`src/rtl/avalon_mem_arb_if.sv`:
```
// Bundle of requestor-side, Avalon-MM master and write-snoop signals for avalon_mem_arb.
// The master modport is the arbiter's view; slave is the requestors plus memory side.
interface avalon_mem_arb_if #(
    parameter int NCH       = 4,
    parameter int DW        = 32,
    parameter int AW        = 30,
    parameter int BURST_MAX = 8
);
    localparam int BE = DW / 8;
    localparam int LW = $clog2(BURST_MAX) + 1;

    logic [NCH-1:0]    req_do;
    logic [NCH-1:0]    req_we;
    logic [NCH*AW-1:0] req_addr;
    logic [NCH*LW-1:0] req_len;
    logic [NCH*BE-1:0] req_be;
    logic [NCH*DW-1:0] req_wdata;
    logic [NCH-1:0]    wr_ack;
    logic [NCH-1:0]    rd_valid;
    logic [DW-1:0]     rd_data;
    logic [NCH-1:0]    done;

    logic [AW-1:0]     avm_address;
    logic [DW-1:0]     avm_writedata;
    logic [BE-1:0]     avm_byteenable;
    logic [LW-1:0]     avm_burstcount;
    logic              avm_write;
    logic              avm_read;
    logic              avm_waitrequest;
    logic              avm_readdatavalid;
    logic [DW-1:0]     avm_readdata;

    logic [AW-1:0]     snoop_addr;
    logic [DW-1:0]     snoop_data;
    logic [BE-1:0]     snoop_be;
    logic              snoop_we;

    modport master (
        input  req_do, req_we, req_addr, req_len, req_be, req_wdata,
        input  avm_waitrequest, avm_readdatavalid, avm_readdata,
        output wr_ack, rd_valid, rd_data, done,
        output avm_address, avm_writedata, avm_byteenable, avm_burstcount, avm_write, avm_read,
        output snoop_addr, snoop_data, snoop_be, snoop_we
    );

    modport slave (
        output req_do, req_we, req_addr, req_len, req_be, req_wdata,
        output avm_waitrequest, avm_readdatavalid, avm_readdata,
        input  wr_ack, rd_valid, rd_data, done,
        input  avm_address, avm_writedata, avm_byteenable, avm_burstcount, avm_write, avm_read,
        input  snoop_addr, snoop_data, snoop_be, snoop_we
    );
endinterface

```
`src/rtl/avalon_mem_arb.sv`:
```
// N-channel burst arbiter onto one Avalon-MM master port with zero-cycle command issue
// from IDLE, round-robin or fixed-priority grant, and a write snoop tap.
module avalon_mem_arb #(
    parameter int NCH       = 4,
    parameter int DW        = 32,
    parameter int AW        = 30,
    parameter int BURST_MAX = 8,
    parameter int RR        = 1
) (
    input  logic             clk,
    input  logic             rst_n,
    avalon_mem_arb_if.master bus
);
    localparam int BE = DW / 8;
    localparam int LW = $clog2(BURST_MAX) + 1;
    localparam int GW = $clog2(NCH);

    typedef enum logic [1:0] {
        IDLE  = 2'd0,
        WRITE = 2'd1,
        READ  = 2'd2
    } state_t;

    state_t          r_state, w_state_nxt;
    logic [GW-1:0]   r_gnt, w_gnt_nxt;
    logic [GW-1:0]   r_ptr, w_ptr_nxt;
    logic            r_hold, w_hold_nxt;
    logic [AW-1:0]   r_base, w_base_nxt;
    logic [BE-1:0]   r_be, w_be_nxt;
    logic [LW-1:0]   r_len, w_len_nxt;
    logic [LW-1:0]   r_cnt, w_cnt_nxt;
    logic [LW-1:0]   r_beat, w_beat_nxt;

    logic [GW-1:0]   w_arb;
    logic [GW-1:0]   w_gnt;
    logic [GW-1:0]   w_sel;
    logic            w_cmd;
    logic [NCH-1:0]  w_oh;
    logic            w_we;
    logic [AW-1:0]   w_addr;
    logic [LW-1:0]   w_len_raw;
    logic [LW-1:0]   w_len_eff;
    logic [BE-1:0]   w_be;
    logic [DW-1:0]   w_wdata;

    // Grant search: first requester scanning upward from ptr+1 (RR) or from index 0
    always_comb begin
        int  idx;
        int  k;
        logic found;
        w_arb = {GW{1'b0}};
        found = 1'b0;
        idx   = 0;
        k     = 0;
        for (int i = 0; i < NCH; i++) begin
            k     = (RR != 0) ? (int'(r_ptr) + 1 + i) : i;
            idx   = (k >= NCH) ? (k - NCH) : k;
            w_arb = (!found && bus.req_do[idx]) ? GW'(idx) : w_arb;
            found = found | bus.req_do[idx];
        end
    end

    // A held command keeps its grant so a new requester cannot steal the bus mid-handshake
    assign w_gnt = r_hold ? r_gnt : w_arb;
    assign w_cmd = rst_n & (r_hold | (|bus.req_do));
    assign w_sel = (r_state == IDLE) ? w_gnt : r_gnt;
    assign w_oh  = {{(NCH-1){1'b0}}, 1'b1} << w_sel;

    assign w_we      = bus.req_we[w_sel];
    assign w_addr    = bus.req_addr[int'(w_sel)*AW +: AW];
    assign w_len_raw = bus.req_len[int'(w_sel)*LW +: LW];
    assign w_be      = bus.req_be[int'(w_sel)*BE +: BE];
    assign w_wdata   = bus.req_wdata[int'(w_sel)*DW +: DW];
    assign w_len_eff = (w_len_raw == {LW{1'b0}}) ? LW'(1) : w_len_raw;

    // Next-state, burst bookkeeping and all bus/requestor outputs
    always_comb begin
        w_state_nxt        = r_state;
        w_gnt_nxt          = r_gnt;
        w_ptr_nxt          = r_ptr;
        w_hold_nxt         = r_hold;
        w_base_nxt         = r_base;
        w_be_nxt           = r_be;
        w_len_nxt          = r_len;
        w_cnt_nxt          = r_cnt;
        w_beat_nxt         = r_beat;
        bus.wr_ack         = {NCH{1'b0}};
        bus.rd_valid       = {NCH{1'b0}};
        bus.rd_data        = {DW{1'b0}};
        bus.done           = {NCH{1'b0}};
        bus.avm_address    = {AW{1'b0}};
        bus.avm_writedata  = {DW{1'b0}};
        bus.avm_byteenable = {BE{1'b0}};
        bus.avm_burstcount = {LW{1'b0}};
        bus.avm_write      = 1'b0;
        bus.avm_read       = 1'b0;

        case (r_state)
            IDLE: begin
                if (w_cmd) begin
                    bus.avm_address    = w_addr;
                    bus.avm_burstcount = w_len_eff;
                    bus.avm_byteenable = w_be;
                    bus.avm_writedata  = w_wdata;
                    bus.avm_write      = w_we;
                    bus.avm_read       = ~w_we;
                    w_gnt_nxt          = w_gnt;
                    if (!bus.avm_waitrequest) begin
                        w_hold_nxt = 1'b0;
                        w_base_nxt = w_addr;
                        w_be_nxt   = w_be;
                        w_len_nxt  = w_len_eff;
                        if (w_we) begin
                            bus.wr_ack = w_oh;
                            if (w_len_eff == LW'(1)) begin
                                bus.done  = w_oh;
                                w_ptr_nxt = w_gnt;
                            end else begin
                                w_state_nxt = WRITE;
                                w_cnt_nxt   = w_len_eff - LW'(1);
                                w_beat_nxt  = LW'(1);
                            end
                        end else begin
                            w_state_nxt = READ;
                            w_cnt_nxt   = w_len_eff;
                            w_beat_nxt  = {LW{1'b0}};
                        end
                    end else begin
                        w_hold_nxt = 1'b1;
                    end
                end else begin
                    w_hold_nxt = 1'b0;
                end
            end
            WRITE: begin
                bus.avm_address    = r_base;
                bus.avm_burstcount = r_len;
                bus.avm_byteenable = r_be;
                bus.avm_writedata  = w_wdata;
                bus.avm_write      = 1'b1;
                if (!bus.avm_waitrequest) begin
                    bus.wr_ack = w_oh;
                    w_cnt_nxt  = r_cnt - LW'(1);
                    w_beat_nxt = r_beat + LW'(1);
                    if (r_cnt == LW'(1)) begin
                        bus.done    = w_oh;
                        w_ptr_nxt   = r_gnt;
                        w_state_nxt = IDLE;
                    end else begin
                        w_state_nxt = WRITE;
                    end
                end else begin
                    w_state_nxt = WRITE;
                end
            end
            READ: begin
                if (bus.avm_readdatavalid) begin
                    bus.rd_valid = w_oh;
                    bus.rd_data  = bus.avm_readdata;
                    w_cnt_nxt    = r_cnt - LW'(1);
                    if (r_cnt == LW'(1)) begin
                        bus.done    = w_oh;
                        w_ptr_nxt   = r_gnt;
                        w_state_nxt = IDLE;
                    end else begin
                        w_state_nxt = READ;
                    end
                end else begin
                    w_state_nxt = READ;
                end
            end
            default: begin
                w_state_nxt = IDLE;
            end
        endcase
    end

    // Snoop tap: in IDLE the beat index is zero so the address equals the command address
    assign bus.snoop_we   = bus.avm_write & ~bus.avm_waitrequest;
    assign bus.snoop_data = bus.avm_writedata;
    assign bus.snoop_be   = bus.avm_byteenable;
    assign bus.snoop_addr = (r_state == WRITE) ? (r_base + AW'(r_beat)) : bus.avm_address;

    // State and burst context registers
    always_ff @(posedge clk or negedge rst_n) begin
        if (!rst_n) begin
            r_state <= IDLE;
            r_gnt   <= {GW{1'b0}};
            r_ptr   <= GW'(NCH - 1);
            r_hold  <= 1'b0;
            r_base  <= {AW{1'b0}};
            r_be    <= {BE{1'b0}};
            r_len   <= {LW{1'b0}};
            r_cnt   <= {LW{1'b0}};
            r_beat  <= {LW{1'b0}};
        end else begin
            r_state <= w_state_nxt;
            r_gnt   <= w_gnt_nxt;
            r_ptr   <= w_ptr_nxt;
            r_hold  <= w_hold_nxt;
            r_base  <= w_base_nxt;
            r_be    <= w_be_nxt;
            r_len   <= w_len_nxt;
            r_cnt   <= w_cnt_nxt;
            r_beat  <= w_beat_nxt;
        end
    end
endmodule

```
`src/flat_wrapper.sv`:
```
// flat-port wrapper written by rule: the top's interface ports become plain ports
module avalon_mem_arb_flat 
#(
    parameter int NCH       = 4,
    parameter int DW        = 32,
    parameter int AW        = 30,
    parameter int BURST_MAX = 8,
    parameter int RR        = 1
)
  (clk, rst_n, bus_req_do, bus_req_we, bus_req_addr, bus_req_len, bus_req_be, bus_req_wdata, bus_avm_waitrequest, bus_avm_readdatavalid, bus_avm_readdata, bus_wr_ack, bus_rd_valid, bus_rd_data, bus_done, bus_avm_address, bus_avm_writedata, bus_avm_byteenable, bus_avm_burstcount, bus_avm_write, bus_avm_read, bus_snoop_addr, bus_snoop_data, bus_snoop_be, bus_snoop_we);
  avalon_mem_arb_if #(.NCH(NCH), .DW(DW), .AW(AW), .BURST_MAX(BURST_MAX)) bus_i ();
  input  logic clk;
  input  logic rst_n;
  input wire logic [$bits(bus_i.req_do)-1:0] bus_req_do;
  input wire logic [$bits(bus_i.req_we)-1:0] bus_req_we;
  input wire logic [$bits(bus_i.req_addr)-1:0] bus_req_addr;
  input wire logic [$bits(bus_i.req_len)-1:0] bus_req_len;
  input wire logic [$bits(bus_i.req_be)-1:0] bus_req_be;
  input wire logic [$bits(bus_i.req_wdata)-1:0] bus_req_wdata;
  input wire logic [$bits(bus_i.avm_waitrequest)-1:0] bus_avm_waitrequest;
  input wire logic [$bits(bus_i.avm_readdatavalid)-1:0] bus_avm_readdatavalid;
  input wire logic [$bits(bus_i.avm_readdata)-1:0] bus_avm_readdata;
  output wire logic [$bits(bus_i.wr_ack)-1:0] bus_wr_ack;
  output wire logic [$bits(bus_i.rd_valid)-1:0] bus_rd_valid;
  output wire logic [$bits(bus_i.rd_data)-1:0] bus_rd_data;
  output wire logic [$bits(bus_i.done)-1:0] bus_done;
  output wire logic [$bits(bus_i.avm_address)-1:0] bus_avm_address;
  output wire logic [$bits(bus_i.avm_writedata)-1:0] bus_avm_writedata;
  output wire logic [$bits(bus_i.avm_byteenable)-1:0] bus_avm_byteenable;
  output wire logic [$bits(bus_i.avm_burstcount)-1:0] bus_avm_burstcount;
  output wire logic [$bits(bus_i.avm_write)-1:0] bus_avm_write;
  output wire logic [$bits(bus_i.avm_read)-1:0] bus_avm_read;
  output wire logic [$bits(bus_i.snoop_addr)-1:0] bus_snoop_addr;
  output wire logic [$bits(bus_i.snoop_data)-1:0] bus_snoop_data;
  output wire logic [$bits(bus_i.snoop_be)-1:0] bus_snoop_be;
  output wire logic [$bits(bus_i.snoop_we)-1:0] bus_snoop_we;
  assign bus_i.req_do = bus_req_do;
  assign bus_i.req_we = bus_req_we;
  assign bus_i.req_addr = bus_req_addr;
  assign bus_i.req_len = bus_req_len;
  assign bus_i.req_be = bus_req_be;
  assign bus_i.req_wdata = bus_req_wdata;
  assign bus_i.avm_waitrequest = bus_avm_waitrequest;
  assign bus_i.avm_readdatavalid = bus_avm_readdatavalid;
  assign bus_i.avm_readdata = bus_avm_readdata;
  assign bus_wr_ack = bus_i.wr_ack;
  assign bus_rd_valid = bus_i.rd_valid;
  assign bus_rd_data = bus_i.rd_data;
  assign bus_done = bus_i.done;
  assign bus_avm_address = bus_i.avm_address;
  assign bus_avm_writedata = bus_i.avm_writedata;
  assign bus_avm_byteenable = bus_i.avm_byteenable;
  assign bus_avm_burstcount = bus_i.avm_burstcount;
  assign bus_avm_write = bus_i.avm_write;
  assign bus_avm_read = bus_i.avm_read;
  assign bus_snoop_addr = bus_i.snoop_addr;
  assign bus_snoop_data = bus_i.snoop_data;
  assign bus_snoop_be = bus_i.snoop_be;
  assign bus_snoop_we = bus_i.snoop_we;
  avalon_mem_arb #(.NCH(NCH), .DW(DW), .AW(AW), .BURST_MAX(BURST_MAX), .RR(RR)) u_core (.clk(clk), .rst_n(rst_n), .bus(bus_i));
endmodule
```
`config.mk`:
```
export PLATFORM = sky130hd
export DESIGN_NAME = avalon_mem_arb_flat
export DESIGN_NICKNAME = d
export VERILOG_FILES = /design/src/rtl/avalon_mem_arb_if.sv /design/src/rtl/avalon_mem_arb.sv /design/src/flat_wrapper.sv
export SDC_FILE = /design/constraint.sdc
export NUM_CORES = 1
export LEC_CHECK = 0
export CAP_MARGIN = 40
export CORE_AREA = 2 2 195 197
export DETAILED_ROUTE_END_ITERATION = 10
export DIE_AREA = 0 0 197 199
export PLACE_DENSITY = 0.54
export SYNTH_ARGS = -nofsm -noshare
export SYNTH_HDL_FRONTEND = slang
export SYNTH_SLANG_ARGS = --single-unit
```
`constraint.sdc`:
```
create_clock -name clk -period 10.1 [get_ports clk]
set_input_delay 2.02 -clock clk [delete_from_list [all_inputs] [get_ports clk]]
set_output_delay 2.02 -clock clk [all_outputs]
set_load 0.1 [all_outputs]
```
==> impl_metrics.env <==
export IMPL_grt_pass1_vias=9871
export IMPL_final_max_slew_violation_count=0
export IMPL_cp_required_ps=8080
export IMPL_synthCells=1008
export IMPL_synth_seq_cells=53
export IMPL_post_dp_cell_area_um2=16100
export IMPL_synth_fa_ha_area_share_pct=2.67
export IMPL_hold_end="u_core.r_len[1]$_DFFE_PN0P_"
export IMPL_syn_nets=1346
export IMPL_cp_arrival_ps=6400
export IMPL_grt_overflow=0
export IMPL_core_um2=37100
export IMPL_synth_avg_cell_area_um2=6.79
export IMPL_clock_path_buffers=2
export IMPL_synth_area_um2=6850
export IMPL_die_area_um2=39200
export IMPL_status="finished, final reports clean"
export IMPL_seq_area_frac_synth_pct=19.4
export IMPL_ys_async_sr_fraction_pct=100
export IMPL_row_count=71
export IMPL_synth_xor_area_share_pct=3.58
export IMPL_cts_setup_buffers=0
export IMPL_grt_max_degree=60
export IMPL_finClkSkew_ps=8.49
export IMPL_synth_cell_types=56
export IMPL_die_h_um=199
export IMPL_worstSetupEndpointType="output pin"
export IMPL_cts_hold_buf=0
export IMPL_start_util_pct=18.4
export IMPL_vias=9557
export IMPL_htree_levels=2
export IMPL_drcViolationCount=0
export IMPL_fin_crit_sh_pct=83.3
export IMPL_firstDrtPassIters=5
export IMPL_cp_start_kind="input port"
export IMPL_cts_buffers=5
export IMPL_finalInstanceArea_um2=16300
export IMPL_grt_usage_pct=20.9
export IMPL_worstReg2RegEnd="u_core.r_state[0]$_DFFE_PN0P_"
export IMPL_cts_tree="yes"
export IMPL_worstPathMaxFanout=14
export IMPL_antenna_found_initial=5
export IMPL_finalSetupTns_ps=0
export IMPL_hold_depth=2
export IMPL_clkTransAtPathRegs_ps=80
export IMPL_post_route_min_period_ps=8420
export IMPL_die_x_um=197
export IMPL_hp_class="reg -> reg"
export IMPL_post_route_util_pct=43.8
export IMPL_dp_cells=2070
export IMPL_ant_nets=0
export IMPL_drt_iter0_drc=354
export IMPL_cp_slowest_cell="mux4_2"
export IMPL_critical_path_class="in -> out"
export IMPL_synth_yosys_warnings=0
export IMPL_cap_violations=0
export IMPL_cpPeakStageDelay_ps=650
export IMPL_syn_to_final_growth_pct=138
export IMPL_synth_mux_area_share_pct=14.9
export IMPL_cts_resized=0
export IMPL_finalHoldViolCount=0
export IMPL_final_setup_viol_count=0
export IMPL_nFillCells=3503
export IMPL_final_cells=2084
export IMPL_drt_wl_total_um=42100
export IMPL_r2r_cells=13
export IMPL_dp_hpwl_um=34500
export IMPL_r2r_start="u_core.r_state[0]$_DFFE_PN0P_"
export IMPL_fmax_ghz=0.119
export IMPL_min_from="u_core.r_len[1]$_DFFE_PN0P_"
export IMPL_worstMarginPinSlew_ps=798
export IMPL_cp_cell_sequence="clkdlybuf4s50_1 -> nand2b_1 -> a21boi_1 -> o221ai_2 -> o21ai_4 -> mux4_2 -> o31a_1 -> inv_1 -> ha_1 -> nand2_1 -> nor4_4 -> a21oi_1 -> nor4_1 -> buf_4"
export IMPL_rsz0062_at_grt="false"
export IMPL_clock_sinks=53
export IMPL_r2r_slack_ps=5780
export IMPL_root_buffer="clkbuf_16"
export IMPL_insertion_delay_ps=310
export IMPL_synth_simple_area_share_pct=34.5
export IMPL_post_drt_wl_per_cell_um=20.2
export IMPL_viasPerCell=4.59
export IMPL_port_buffers=506
export IMPL_synth_compound_area_share_pct=15.2
export IMPL_gp_congestion=0.840
export IMPL_finalNetCount=1941
export IMPL_grt_pass1_wl_um=61500
export IMPL_synth_top_family_by_area="simple AND/OR/NAND/NOR gates"
export IMPL_synth_edff_count=0
export IMPL_drive_gt1_share_pct=17.0
export IMPL_io_pins=507
export IMPL_relSlewSlack_pct=46.8
export IMPL_synth_flop_cell="dfrtp_1"
cells by family (layout without fill, tap and decap cells):
| family | count (synthesis) | after routing |
|---|---|---|
| muxes | 93 | 93 |
| and+or+nand+nor | 528 | 528 |
| adders and majority gates | 14 | 14 |
| xor gates and xnor gates | 28 | 28 |
| DFF | 53 | 53 |
| other | 0 | 6 |
| AOI/OAI and AO/OA | 156 | 156 |
| buffers and inverters | 136 | 732 |
cell type report:
type	instances	area (um^2)	share of cell area, %
clock inverters	3	25.0	0.154
inverters	23	86.3	0.530
flip-flops and latches	53	1330	8.16
multi-input cells	819	4900	30.1
repair buffers	701	9200	56.5
clock buffers	5	125	0.769
diodes	6	15.0	0.0922
well taps	474	593	3.64
registers in the layout, summed over array words and instances (netlist names):
signal,flops
u_core.r_ptr,2
u_core.r_hold,1
u_core.r_base,30
u_core.r_beat,4
u_core.r_gnt,2
u_core.r_state,2
u_core.r_be,4
u_core.r_len,4
u_core.r_cnt,4
worst max-delay path: cells and delay by family:
family / cells / cell delay, ps
and+or+nand+nor: 4 / 1120
adders and majority gates: 1 / 140
muxes: 1 / 650
buffers and inverters: 3 / 940
AOI/OAI and AO/OA: 5 / 1500
how the worst max path moves through the flow:
stage | startpoint | end | slack [ps] | depth (start not counted)
global placement | bus_req_do[3] | bus_snoop_addr[1] | 1550 | 11
CTS | bus_req_do[2] | bus_done[2] | 1590 | 14
global route | bus_req_do[2] | bus_done[2] | 1300 | 14
floorplan | bus_req_do[2] | bus_done[0] | 760 | 13
finish | bus_req_do[2] | bus_done[2] | 1680 | 14
detailed placement | bus_req_do[2] | bus_done[2] | 1600 | 14
cells in the final DEF, fill, tap and decap left out, drive strengths merged, types with 14 or more instances in the layout:
cell type,netlist,layout
a211oi,33,33
a31oi,35,35
and3,101,101
buf,58,202
clkdlybuf4s50,0,499
dfrtp,51,51
inv,23,25
mux2,46,46
mux2i,45,45
nand2,346,346
nor2,25,25
o21ai,46,46
xnor2,14,14
xor2,14,14
metrics by stage:
stage / hold slack (ps) / setup WS, ps
floorplan: 450 / 765
global placement: 465 / 1550
detailed placement: 473 / 1600
CTS: 491 / 1590
global route: 540 / 1300
finish: 489 / 1680
Yosys cell counts (all sizes together), types with 3 or more instances:
cell type	instances	area share, %
nand2	346	19
and3	101	9.2
buf	58	5.5
clkbuf	55	3.0
dfrtp	51	19
mux2	46	7.6
o21ai	46	3.6
mux2i	45	6.6
a31oi	35	3.2
a211oi	33	3.6
nor2	25	1.4
inv	23	1.3
xnor2	14	1.8
xor2	14	1.8
ha	13	2.4
nor3	13	0.95
nand3	11	0.80
a21oi	9	0.66
nand2b	8	0.77
nor4	7	0.86
a22o	6	0.77
or2	5	0.46
nand4	4	0.37
o21a	4	0.44
or3	4	0.37
a21o	3	0.33
routing by layer:
layer	up-vias	part of all wire (%)	global-route usage, %	routed length (um)
li1	4623	-	-	-
met1	4491	38	23.0	16100
met2	385	53	39.7	22200
met3	58	6.7	4.63	2820
met4	0	2.6	6.29	1090
met5	-	0	0	0
Power is left out: the tool's default activity adds up to more than one toggle a clock period on the data nets, which glitch-free logic cannot reach.
